[src/rtl/ifetch_queue.sv]
// ---------------------------------------------------------------------------
// ifetch_queue
//
// Instruction prefetch stage. Runs ahead of execution, fetching sequential
// instruction words from a word-addressed memory over a req/ack handshake,
// and buffers up to DEPTH {pc, word} pairs in a FIFO that feeds the
// instruction register. A taken branch flushes the queue and redirects
// fetch; a request already outstanding at that point is completed and its
// data discarded.
//
// Optional feature macro: IFQ_BYPASS_EN
//   Defined   : an acked word arriving while the FIFO is empty is presented
//               on ir_* in the same cycle, and is not queued if ir_take is
//               high in that cycle.
//   Undefined : ir_* come from registered storage only (ack in cycle N,
//               ir_valid in cycle N+1).
//
// Ports:
//   CLK        in   rising-edge clock
//   RST_F      in   asynchronous active-low reset
//   mem_req    out  fetch request, held until mem_ack
//   mem_addr   out  fetch word address, stable while mem_req is high
//   mem_ack    in   one-cycle pulse, mem_data valid in the same cycle
//   mem_data   in   fetched instruction word
//   ir_valid   out  head entry valid
//   ir_data    out  head instruction word (0 when empty)
//   ir_pc      out  address of head instruction (0 when empty)
//   ir_take    in   consumer pops the head this cycle
//   br_taken   in   flush and redirect, single-cycle pulse
//   br_addr    in   redirect target
//   ifq_count  out  current FIFO occupancy
// ---------------------------------------------------------------------------
module ifetch_queue #(
    parameter int DEPTH = 4,
    parameter int AW    = 16,
    parameter int DW    = 32
) (
    input  logic                     CLK,
    input  logic                     RST_F,
    output logic                     mem_req,
    output logic [AW-1:0]            mem_addr,
    input  logic                     mem_ack,
    input  logic [DW-1:0]            mem_data,
    output logic                     ir_valid,
    output logic [DW-1:0]            ir_data,
    output logic [AW-1:0]            ir_pc,
    input  logic                     ir_take,
    input  logic                     br_taken,
    input  logic [AW-1:0]            br_addr,
    output logic [$clog2(DEPTH):0]   ifq_count
);

    localparam int PW = $clog2(DEPTH);
    localparam int CW = PW + 1;

    typedef enum logic [1:0] {
        IDLE    = 2'd0,
        REQ     = 2'd1,
        DISCARD = 2'd2
    } state_t;

    state_t          state;
    logic [AW-1:0]   fpc;

    logic [DW-1:0]   data_mem [DEPTH];
    logic [AW-1:0]   pc_mem   [DEPTH];
    logic [PW-1:0]   rd_ptr;
    logic [PW-1:0]   wr_ptr;
    logic [CW-1:0]   count;
    logic [CW-1:0]   count_nxt;

    logic            fifo_valid;
    logic            ack_ok;
    logic            bypass_hit;
    logic            bypass_take;
    logic            push;
    logic            pop;

    // -----------------------------------------------------------------------
    // Push / pop qualification
    // -----------------------------------------------------------------------
    always_comb begin
        fifo_valid = (count != '0);
        // An ack only delivers a usable word in REQ and when no flush is
        // happening in the same cycle.
        ack_ok     = (state == REQ) && mem_ack && !br_taken;
`ifdef IFQ_BYPASS_EN
        bypass_hit  = ack_ok && !fifo_valid;
        bypass_take = bypass_hit && ir_take;
`else
        bypass_hit  = 1'b0;
        bypass_take = 1'b0;
`endif
        // A word consumed straight off the bypass is never written.
        push      = ack_ok && !bypass_take;
        pop       = ir_take && fifo_valid && !br_taken;
        count_nxt = count + CW'(push) - CW'(pop);
    end

    // -----------------------------------------------------------------------
    // Head presentation
    // -----------------------------------------------------------------------
    always_comb begin
        ir_valid = fifo_valid || bypass_hit;
        ir_data  = '0;
        ir_pc    = '0;
        if (fifo_valid) begin
            ir_data = data_mem[rd_ptr];
            ir_pc   = pc_mem[rd_ptr];
        end
`ifdef IFQ_BYPASS_EN
        else if (bypass_hit) begin
            ir_data = mem_data;
            ir_pc   = mem_addr;
        end
`endif
    end

    assign ifq_count = count;

    // -----------------------------------------------------------------------
    // FIFO pointers and occupancy
    // -----------------------------------------------------------------------
    always_ff @(posedge CLK or negedge RST_F) begin
        if (!RST_F) begin
            rd_ptr <= '0;
            wr_ptr <= '0;
            count  <= '0;
        end else if (br_taken) begin
            rd_ptr <= '0;
            wr_ptr <= '0;
            count  <= '0;
        end else begin
            if (push)
                wr_ptr <= wr_ptr + PW'(1);
            if (pop)
                rd_ptr <= rd_ptr + PW'(1);
            count <= count_nxt;
        end
    end

    // Storage needs no reset: entries are only visible while counted.
    always_ff @(posedge CLK) begin
        if (push) begin
            data_mem[wr_ptr] <= mem_data;
            pc_mem[wr_ptr]   <= fpc;
        end
    end

    // -----------------------------------------------------------------------
    // Fetch FSM. mem_req / mem_addr are registered; in REQ, mem_addr always
    // equals fpc, so fpc is the pc recorded with each pushed word.
    // -----------------------------------------------------------------------
    always_ff @(posedge CLK or negedge RST_F) begin
        if (!RST_F) begin
            state    <= IDLE;
            fpc      <= '0;
            mem_req  <= 1'b0;
            mem_addr <= '0;
        end else begin
            case (state)
                IDLE: begin
                    if (br_taken) begin
                        fpc <= br_addr;
                    end else if (count < CW'(DEPTH)) begin
                        state    <= REQ;
                        mem_req  <= 1'b1;
                        mem_addr <= fpc;
                    end
                end

                REQ: begin
                    if (br_taken) begin
                        fpc <= br_addr;
                        if (mem_ack) begin
                            // Request retired this cycle: refetch at once.
                            mem_addr <= br_addr;
                        end else begin
                            // Outstanding request must still complete.
                            state <= DISCARD;
                        end
                    end else if (mem_ack) begin
                        fpc <= fpc + AW'(1);
                        if (count_nxt < CW'(DEPTH)) begin
                            mem_addr <= fpc + AW'(1);
                        end else begin
                            state   <= IDLE;
                            mem_req <= 1'b0;
                        end
                    end
                end

                DISCARD: begin
                    if (br_taken)
                        fpc <= br_addr;
                    if (mem_ack) begin
                        state   <= IDLE;
                        mem_req <= 1'b0;
                    end
                end

                default: begin
                    state   <= IDLE;
                    mem_req <= 1'b0;
                end
            endcase
        end
    end

endmodule

[config.mk]
export PLATFORM = sky130hd
export DESIGN_NAME = ifetch_queue
export DESIGN_NICKNAME = d
export VERILOG_FILES = /design/src/rtl/ifetch_queue.sv
export SDC_FILE = /design/constraint.sdc
export NUM_CORES = 1
export LEC_CHECK = 0
export BUFFER_PORTS_ARGS = -buffer_cell sky130_fd_sc_hd__clkbuf_2
export CAP_MARGIN = 20
export CORE_MARGIN = 4
export CORE_UTILIZATION = 40
export CTS_CLUSTER_SIZE = 16
export DETAILED_ROUTE_END_ITERATION = 8
export MAX_ROUTING_LAYER = met4
export PLACE_DENSITY = 0.65
export SLEW_MARGIN = 0
export SYNTH_ARGS = -nofsm -noshare
export SYNTH_HDL_FRONTEND = slang
export SYNTH_SLANG_ARGS = --single-unit
[constraint.sdc]
create_clock -name CLK -period 3.2 [get_ports CLK]
set_input_delay 0.32 -clock CLK [delete_from_list [all_inputs] [get_ports CLK]]
set_output_delay 0.32 -clock CLK [all_outputs]
set_load 0.01 [all_outputs]
==> results.py, run 1 <==
metrics = {
    "timing": {
        "finalWorstSetupSlack_ps": 252,
        "slew_headroom_pct": 50.0,
        "slew_viol_final": 0,
        "rsz0062_at_grt": "no",
        "setup_violations": 0,
        "fin_tns_setup_ps": 0,
        "post-route-min-period_ps": 2950,
        "hold-worst-slack_ps": 25.9,
        "fin_worst_skew_ps": 11.3,
        "max_clock_freq_ghz": 0.339,
        "min_period_over_period_pct": 92.1,
        "worst_pin_slew_ps": 750,
        "hold_viol_final": 0,
    },
    "critical_path": {
        "required_ps": 3600,
        "path_max_fanout": 6,
        "timing.rr.start": "ifq_count[2]",
        "crit_type": "reg -> reg",
        "r2r_end": "mem_addr[11]",
        "worst_r2r_path_depth": 14,
        "critPathCaptureType": "flip-flop",
        "reg2reg_slack_ps": 250,
        "arrival_ps": 3350,
        "cp-start-kind": "flip-flop",
    },
    "pwr": {
        "total_power_mw": 10.2,
        "swShare_pct": 31.5,
        "leakagePower_nw": 4.34,
        "ir_drop_v": 0.000503,
        "p_switching_mw": 3.21,
        "p_per_area_mw_per_mm2": 846,
        "internal_power_mw": 6.98,
        "power_frac_seq_pct": 41.4,
        "pwr-share-comb_pct": 29.7,
        "p_clk_share_pct": 28.9,
    },
    "logic_synthesis": {
        "synth_cell_types": 57,
        "synth-seq-cells": 234,
        "synthesis.area_sq_mm": 0.0100,
        "syn_inst": 638,
        "synth-edff-count": 192,
        "avgSynthCellArea_sq_um": 15.7,
        "synth_top_flop_cell": "edfxtp_1",
        "syn_nets": 699,
        "ys_warn_count": 0,
        "yosysSeqAreaShare_pct": 68.1,
        "async_flop_share_pct": 17.9,
    },
    "floorplanning": {
        "core_area_sq_mm": 0.0245,
        "start_util_pct": 40.9,
        "die_w_um": 166,
        "die_h_um": 166,
        "die-area_sq_mm": 0.0276,
        "rows": 57,
        "io_pins": 122,
    },
    "final_layout": {
        "area_growth_pct": 20.2,
        "layout_commonest_cell": "edfxtp_1",
        "diodes": 0,
        "stdcell_count": 1118,
        "final_util_pct": 49.2,
        "drive_gt1_share_pct": 33.1,
        "most-common-layout-cells": "edfxtp_1 (192), clkbuf_2 (121), and2_1 (50)",
        "fillCellCount": 2059,
        "nNetsFinal": 835,
        "stdcell_area_sq_mm": 0.0120,
    },
    "min_path": {
        "holdCritStartpoint": "mem_data[30]",
        "min_path_cells": 1,
        "worstHoldEndpoint": "data_mem[0][30]",
        "min_path_type": "in -> reg",
    },
    "detailed_routing": {
        "drc": 0,
        "antenna_left": 0,
        "vias": 5981,
        "drt_iter0_drc": 533,
        "finalWirelength_um": 21400,
        "viasPerCell": 5.35,
        "first_pass_iters": 5,
        "routedWlPerCell_um": 19.1,
    },
    "flow_run": {
        "drv_cap": 0,
    },
    "clock_network": {
        "ctsHtreeMaxLevel": 1,
        "cts_tree": "yes",
        "cts.sinks": 234,
        "cts_root_buf": "clkbuf_16",
        "clk_latency_ps": 520,
        "cts.path.max_buffers": 3,
        "clk_pin_slew_ps": 60,
        "numCtsBuffers": 26,
    },
    "global_routing": {
        "grt_max_degree": 51,
        "antenna_found_initial": 0,
        "grt_pass1_vias": 5986,
        "grt_use_total_pct": 15.5,
        "grt_overflow": 0,
        "grt_first_pass_wirelength_um": 33800,
    },
    "placed_design": {
        "dp_cells": 1064,
        "place_area_sq_mm": 0.0111,
        "io_buffers": 121,
        "gp_congestion": 0.864,
        "place_hpwl_um": 13800,
        "dpl_worst_slack_ps": 36.3,
    },
    "outcome": {
        "status": "finished clean",
    },
}
==> layer usage <==
metal  GRT usage, %  share of wire [%]  up-vias
met5              -                  0        -
met2           23.6                 46      176
met4           2.45                1.3        0
li1               -                  -     2747
met3           3.05                5.4       23
met1           22.4                 47     3035
==> logic make-up (layout without fill, tap and decap cells) <==
logic type               Yosys count  after routing  share of synthesized area [%]
flip-flops                       234            234                           68.1
XOR/XNOR                           6              6                          0.525
AND/OR/NAND/NOR                  174            174                           9.30
multiplexers                      56             56                           11.6
buffers and inverters             53            209                           2.77
adder cells (fa/ha/maj)            8              8                           1.07
AO/OA/AOI/OAI                    107            107                           6.65
==> timing repair <==
action / 4_1_cts / 5_1_grt
setup buffers: 0 / 3
resized for setup: 0 / 3
endpoints found under the hold margin: 0 / 21
hold buffers: 0 / 1
setup endpoints to repair: 0 / 11
==> how the worst max path moves through the flow <==
stage / from / end / slack, ps
2_1_floorplan: ifq_count[2] / mem_addr[8] / -80
3_3_place_gp: ifq_count[2] / mem_addr[11] / 90
3_5_place_dp: ifq_count[2] / mem_addr[11] / 40
4_1_cts: ifq_count[2] / mem_addr[11] / 20
5_1_grt: ifq_count[2] / mem_addr[11] / 110
6_report: ifq_count[2] / mem_addr[11] / 250
==> cell usage after synthesis (5+ instances only) <==
cell type	n	area, sq um
a211oi_1	5	37.5
a21oi_1	35	175
a31oi_1	7	43.8
and2_1	54	338
buf_1	5	18.8
buf_2	6	30.0
clkbuf_1	26	97.6
dfrtp_1	42	1050
edfxtp_1	192	5770
ha_1	7	87.6
inv_1	7	26.3
mux2i_1	7	70.1
mux4_2	48	1080
nand2_1	43	161
nand2b_1	5	31.3
nand3_1	13	65.1
nor2_1	27	101
o21ai_0	22	110
o22ai_1	12	75.1
or3_1	5	31.3
==> flip-flops by register name, summed over array words and instances (netlist names) <==
name / cells
mem_addr: 16
state: 2
data_mem: 128
ifq_count: 3
mem_req: 1
rd_ptr: 2
wr_ptr: 2
fpc: 16
pc_mem: 64
==> critical path, stage by stage, from the launching register on <==
cell	delay, ps
dfrtp_2	400
or3_4	400
nand2_4	80
nor2_1	40
ha_1	260
inv_1	60
ha_1	130
inv_1	50
fa_2	380
xnor2_4	160
buf_4	150
o311ai_4	340
buf_6	180
o211ai_1	100
o21a_1	120
==> power by group through the flow <==
stage	Clock, mW	Combinational, mW	Sequential (mW)
global route	3.16	3.33	4.29
detailed placement	0	2.98	4.28
global placement	0	2.95	4.26
CTS	3.01	3.00	4.22
floorplan	0	2.12	4.10
finish	2.95	3.02	4.22
==> cell type report <==
cell class	count	area, sq um	share of cell area (%)
clock buffer	35	726	6.03
clock inverter	13	140	1.16
timing repair buffer	154	940	7.81
multi-input combinational	351	2980	24.7
sequential	234	6820	56.7
inverter	7	26.3	0.218
tap	324	405	3.37
No activity file was read; power rests on OpenSTA's default activity.
==> run 2, diff against run 1 <==
--- a/config.mk
+++ b/config.mk
@@ -7,12 +7,14 @@
 export LEC_CHECK = 0
 export BUFFER_PORTS_ARGS = -buffer_cell sky130_fd_sc_hd__clkbuf_2
 export CAP_MARGIN = 20
+export CELL_PAD_IN_SITES_DETAIL_PLACEMENT = 1
+export CELL_PAD_IN_SITES_GLOBAL_PLACEMENT = 1
 export CORE_MARGIN = 4
 export CORE_UTILIZATION = 40
 export CTS_CLUSTER_SIZE = 16
 export DETAILED_ROUTE_END_ITERATION = 8
 export MAX_ROUTING_LAYER = met4
-export PLACE_DENSITY = 0.65
+export PLACE_DENSITY = 0.74
 export SLEW_MARGIN = 0
 export SYNTH_ARGS = -nofsm -noshare
 export SYNTH_HDL_FRONTEND = slang
==> results.py, run 2 (same netlist as run 1, synthesis figures left out) <==
metrics = {
    "outcome": {
        "status": "finished clean",
    },
    "detailed_routing": {
        "routedWlPerCell_um": 21.1,
        "antenna_left": 0,
        "vias": 6105,
        "viasPerCell": 5.47,
        "first_pass_iters": 4,
        "drt_iter0_drc": 497,
        "drc": 0,
        "finalWirelength_um": 23600,
    },
    "critical_path": {
        "reg2reg_slack_ps": 200,
        "required_ps": 3600,
        "critPathCaptureType": "flip-flop",
        "worstSetupStartpoint": "ifq_count[2]",
        "worst_r2r_path_depth": 13,
        "arrival_ps": 3400,
        "crit_type": "reg -> reg",
        "r2r_end": "mem_addr[14]",
        "path_max_fanout": 8,
        "timing.rr.start": "ifq_count[2]",
        "cp-start-kind": "flip-flop",
        "crit_end": "mem_addr[14]",
    },
    "timing": {
        "fin_worst_skew_ps": 11.4,
        "fin_tns_setup_ps": 0,
        "slew_headroom_pct": 46.2,
        "finalWorstSetupSlack_ps": 197,
        "post-route-min-period_ps": 3000,
        "min_period_over_period_pct": 93.8,
        "max_clock_freq_ghz": 0.333,
        "worst_pin_slew_ps": 806,
        "slew_viol_final": 0,
        "rsz0062_at_grt": "no",
        "setup_violations": 0,
        "hold_viol_final": 0,
    },
    "final_layout": {
        "regMostFlops": "data_mem",
        "layout_commonest_cell": "edfxtp_1",
        "nNetsFinal": 835,
        "largest_register_ffs": 128,
        "stdcell_area_sq_mm": 0.0119,
        "final_util_pct": 48.8,
        "fillCellCount": 2422,
        "most-common-layout-cells": "edfxtp_1 (192), clkbuf_2 (121), and2_1 (50)",
        "top_regs": "data_mem (128), pc_mem (64)",
        "drive_gt1_share_pct": 33.4,
        "regArea_sq_mm": 0.00682,
        "area_growth_pct": 19.2,
        "multiInputGateArea_sq_mm": 0.00299,
        "diodes": 0,
    },
    "floorplanning": {
        "die-area_sq_mm": 0.0276,
        "die_w_um": 166,
        "die_h_um": 166,
        "start_util_pct": 40.9,
        "rows": 57,
        "core_area_sq_mm": 0.0245,
        "io_pins": 122,
    },
    "global_routing": {
        "grt_pass1_vias": 6632,
        "grt_overflow": 0,
        "grt_max_degree": 51,
        "grtUsageMet1_pct": 24.3,
        "grt_use_total_pct": 17.5,
        "grt.busiest_layer": "met2",
        "grt_first_pass_wirelength_um": 37900,
        "grt_use_met2_pct": 28.1,
        "antenna_found_initial": 0,
        "met3_usage_pct": 2.74,
    },
    "clock_network": {
        "cts_root_buf": "clkbuf_16",
        "cts.path.max_buffers": 3,
        "cts_tree": "yes",
        "cts.sinks": 234,
        "ctsHtreeMaxLevel": 1,
        "numCtsBuffers": 26,
        "clk_pin_slew_ps": 60,
        "clk_latency_ps": 510,
    },
    "placed_design": {
        "place_area_sq_mm": 0.0111,
        "dpl_worst_slack_ps": -118,
        "io_buffers": 121,
        "gp_congestion": 0.865,
        "place_hpwl_um": 15500,
    },
    "min_path": {
        "min_path_type": "in -> reg",
    },
    "pwr": {
        "ir_drop_v": 0.000396,
        "p_per_area_mw_per_mm2": 841,
        "leakagePower_nw": 4.29,
    },
    "flow_run": {
        "drv_cap": 0,
    },
}
## run 2: worst max-delay path, cell delays in order, from the launching register on
cell and delay (ps):
dfrtp_2 400, or3_4 400, nand2_4 80, nor2_1 40
ha_1 280, inv_1 70, ha_1 140, inv_1 50
fa_2 380, xnor2_4 220, nand4b_1 150, buf_4 160
o311ai_4 130, mux2_2 390
## run 2: what timing repair did
item | 4_1_cts | 5_1_grt
setup buffers | 1 | 0
hold buffers | 1 | 0
gates resized for setup | 2 | 3
setup endpoints to repair | 7 | 17
hold endpoints to repair | 27 | 0
pin swaps | 1 | 3
## run 2: worst min-delay path by stage
stage / startpoint / end / cells past startpoint
5_1_grt: mem_data[23] / data_mem[0][23] / 1
2_1_floorplan: RST_F / fpc[0] / 0
4_1_cts: mem_data[23] / data_mem[2][23] / 1
3_5_place_dp: mem_addr[11] / mem_addr[11] / 1
3_3_place_gp: mem_addr[11] / mem_addr[11] / 1
6_report: mem_data[24] / data_mem[1][24] / 1
## run 2: stage by stage
stage	std cells	power [mW]	hold slack [ps]
global placement	1067	7.19	483
finish	1117	10.0	31.0
floorplan	638	6.22	24.4
detailed placement	1067	7.34	479
global route	1117	10.7	6.59
CTS	1116	10.2	7.46
## run 2: final cells by class
type                            instances  share of cell area [%]
Tap cell                              324                    3.40
Sequential cell                       234                    57.2
Multi-Input combinational cell        351                    25.0
Inverter                                7                   0.220
Clock buffer                           32                    5.82
Clock inverter                         15                   0.870
Timing Repair Buffer                  154                    7.51
## run 2: routing by layer
metal | routed length, um | vias to the layer above
li1 | - | 2744
met1 | 10600 | 3151
met2 | 11500 | 176
met3 | 1140 | 34
met4 | 288 | 0
met5 | 0 | -
## run 2: power breakdown
part / switching [mW] / total, mW / leakage, nW / internal, mW
combinational: 1.67 / 3.05 / 1.69 / 1.38
clock: 1.14 / 2.76 / 0.381 / 1.62
sequential: 0.482 / 4.23 / 2.21 / 3.75
==> run 3, diff against run 2 <==
--- a/config.mk
+++ b/config.mk
@@ -10,11 +10,11 @@
 export CELL_PAD_IN_SITES_DETAIL_PLACEMENT = 1
 export CELL_PAD_IN_SITES_GLOBAL_PLACEMENT = 1
 export CORE_MARGIN = 4
-export CORE_UTILIZATION = 40
+export CORE_UTILIZATION = 44
 export CTS_CLUSTER_SIZE = 16
 export DETAILED_ROUTE_END_ITERATION = 8
 export MAX_ROUTING_LAYER = met4
-export PLACE_DENSITY = 0.74
+export PLACE_DENSITY = 0.8
 export SLEW_MARGIN = 0
 export SYNTH_ARGS = -nofsm -noshare
 export SYNTH_HDL_FRONTEND = slang
==> results.py, run 3 (same netlist as run 1, synthesis figures left out) <==
metrics = {
    "timing": {
        "post-route-min-period_ps": 3070,
        "worst_pin_slew_ps": 788,
        "hold_viol_final": 0,
        "setup_violations": 0,
        "rsz0062_at_grt": "no",
        "finalWorstSetupSlack_ps": 133,
        "min_period_over_period_pct": 95.8,
        "max_clock_freq_ghz": 0.326,
        "fin_worst_skew_ps": 16.4,
        "slew_headroom_pct": 47.5,
        "slew_viol_final": 0,
    },
    "floorplanning": {
        "core_area_sq_mm": 0.0221,
        "io_pins": 122,
        "die_w_um": 159,
        "die_h_um": 159,
        "die-area_sq_mm": 0.0252,
        "rows": 54,
        "start_util_pct": 45.3,
    },
    "clock_network": {
        "numCtsBuffers": 25,
        "cts_tree": "yes",
        "clk_latency_ps": 540,
        "ctsHtreeMaxLevel": 1,
        "cts.path.max_buffers": 3,
        "cts_root_buf": "clkbuf_16",
        "cts.sinks": 234,
        "clk_pin_slew_ps": 60,
    },
    "global_routing": {
        "grt_first_pass_wirelength_um": 38900,
        "grt_use_total_pct": 19.8,
        "grt_max_degree": 51,
        "grt_overflow": 0,
        "grt_pass1_vias": 6680,
        "antenna_found_initial": 0,
    },
    "critical_path": {
        "critPathCaptureType": "flip-flop",
        "path_max_fanout": 16,
        "worst_path_max_delay_cell": "dfrtp_2",
        "crit_type": "reg -> reg",
        "required_ps": 3670,
        "crit_family": "adder cells",
        "crit_buf_inv": 4,
        "cpPeakStageDelay_ps": 400,
        "cp_cell_sequence": "or3_4 > nand2_4 > nor2_1 > ha_1 > inv_1 > ha_1 > inv_1 > fa_2 > xnor2_4 > buf_4 > o311a_1 > buf_4 > a211oi_2 > a21o_1",
        "arrival_ps": 3530,
        "cp-start-kind": "flip-flop",
    },
    "pwr": {
        "internal_power_mw": 6.76,
        "leakagePower_nw": 4.34,
        "p_per_area_mw_per_mm2": 838,
        "total_power_mw": 10.1,
        "p_clk_share_pct": 27.5,
        "power_frac_seq_pct": 41.8,
        "p_switching_mw": 3.33,
        "swShare_pct": 33.0,
        "ir_drop_v": 0.000513,
        "pwr-share-comb_pct": 30.7,
    },
    "placed_design": {
        "dpl_worst_slack_ps": -89.7,
        "io_buffers": 121,
        "place_hpwl_um": 15700,
        "dp_cells": 1018,
        "gp_congestion": 0.863,
    },
    "min_path": {
        "min_path_type": "in -> reg",
    },
    "detailed_routing": {
        "drt_iter0_drc": 446,
        "vias": 6156,
        "first_pass_iters": 5,
        "drc": 0,
        "finalWirelength_um": 24100,
        "antenna_left": 0,
        "viasPerCell": 5.68,
        "routedWlPerCell_um": 22.3,
    },
    "final_layout": {
        "drive_gt1_share_pct": 32.5,
        "diodes": 0,
        "largest_register_ffs": 128,
        "nNetsFinal": 846,
        "stdcell_count": 1083,
        "most-common-layout-cells": "edfxtp_1 (192), clkbuf_2 (121), and2_1 (50)",
        "top_regs": "data_mem (128), pc_mem (64)",
        "layout_commonest_cell": "edfxtp_1",
        "regMostFlops": "data_mem",
        "area_growth_pct": 20.3,
    },
    "flow_run": {
        "drv_cap": 0,
    },
    "outcome": {
        "status": "finished clean",
    },
}
-- run 3: final cells by class --
cell class                      count  area (sq um)
Fill cell                        2126         10000
Sequential cell                   234          6820
Multi-Input combinational cell    351          2990
Timing Repair Buffer              166          1060
Clock buffer                       32           652
Tap cell                          280           350
Clock inverter                     13           140
Inverter                            7          26.3
-- run 3: metal layers --
layer	vias to the layer above	GRT usage [%]	part of all wire, %
li1	2753	-	-
met1	3167	26.3	42
met2	197	32.7	51
met3	39	3.60	5.3
met4	0	3.83	1.6
met5	-	-	0
-- run 3: worst reg2reg max path: cells and delay by family, from the launching register on --
| kind | cells | cell delay (ps) |
|---|---|---|
| adder cells (fa/ha/maj) | 3 | 780 |
| AO/OA/AOI/OAI | 3 | 650 |
| AND/OR/NAND/NOR | 3 | 520 |
| buffers and inverters | 4 | 470 |
| flip-flops | 1 | 400 |
| XOR/XNOR | 1 | 180 |
-- run 3: repair_timing --
action,CTS,global route
hold endpoints to repair,64,21
resized for setup,1,4
setup buffers,0,1
setup endpoints to repair,6,14
hold buffers,17,1
pin swaps,2,3
-- run 3: metrics by stage --
step | util (%) | instance area, sq um | hold slack, ps | setup TNS, ps
after global routing | 54.5 | 12000 | 10.5 | 0
after detailed placement | 49.8 | 11000 | 489 | -417
final | 54.5 | 12000 | 17.0 | 0
after CTS | 54.2 | 12000 | 0.455 | 0
after floorplan | - | 10100 | 24.4 | -101
after global placement | 49.8 | 11000 | 470 | 0
-- run 3: worst paths after layout --
kind | start | endpoint | slack (ps) | cells after the start
setup reg to reg | ifq_count[2] | mem_addr[6] | 130 | 14
hold / removal | mem_data[9] | data_mem[2][9] | 20 | 1
setup / recovery | ifq_count[2] | mem_addr[6] | 130 | 14
max in group asynchronous | RST_F | rd_ptr[0] | 2320 | 3
hold reg to reg | mem_addr[4] | mem_addr[4] | 500 | 2
min in group asynchronous | RST_F | mem_addr[11] | 330 | 2
-- run 3: power groups by stage --
stage	registers (mW)	clock network, mW	logic [mW]
finish	4.22	2.78	3.09
global route	4.29	2.97	3.41
CTS	4.22	2.84	3.09
detailed placement	4.28	0	3.05
global placement	4.23	0	2.94
floorplan	4.10	0	2.12
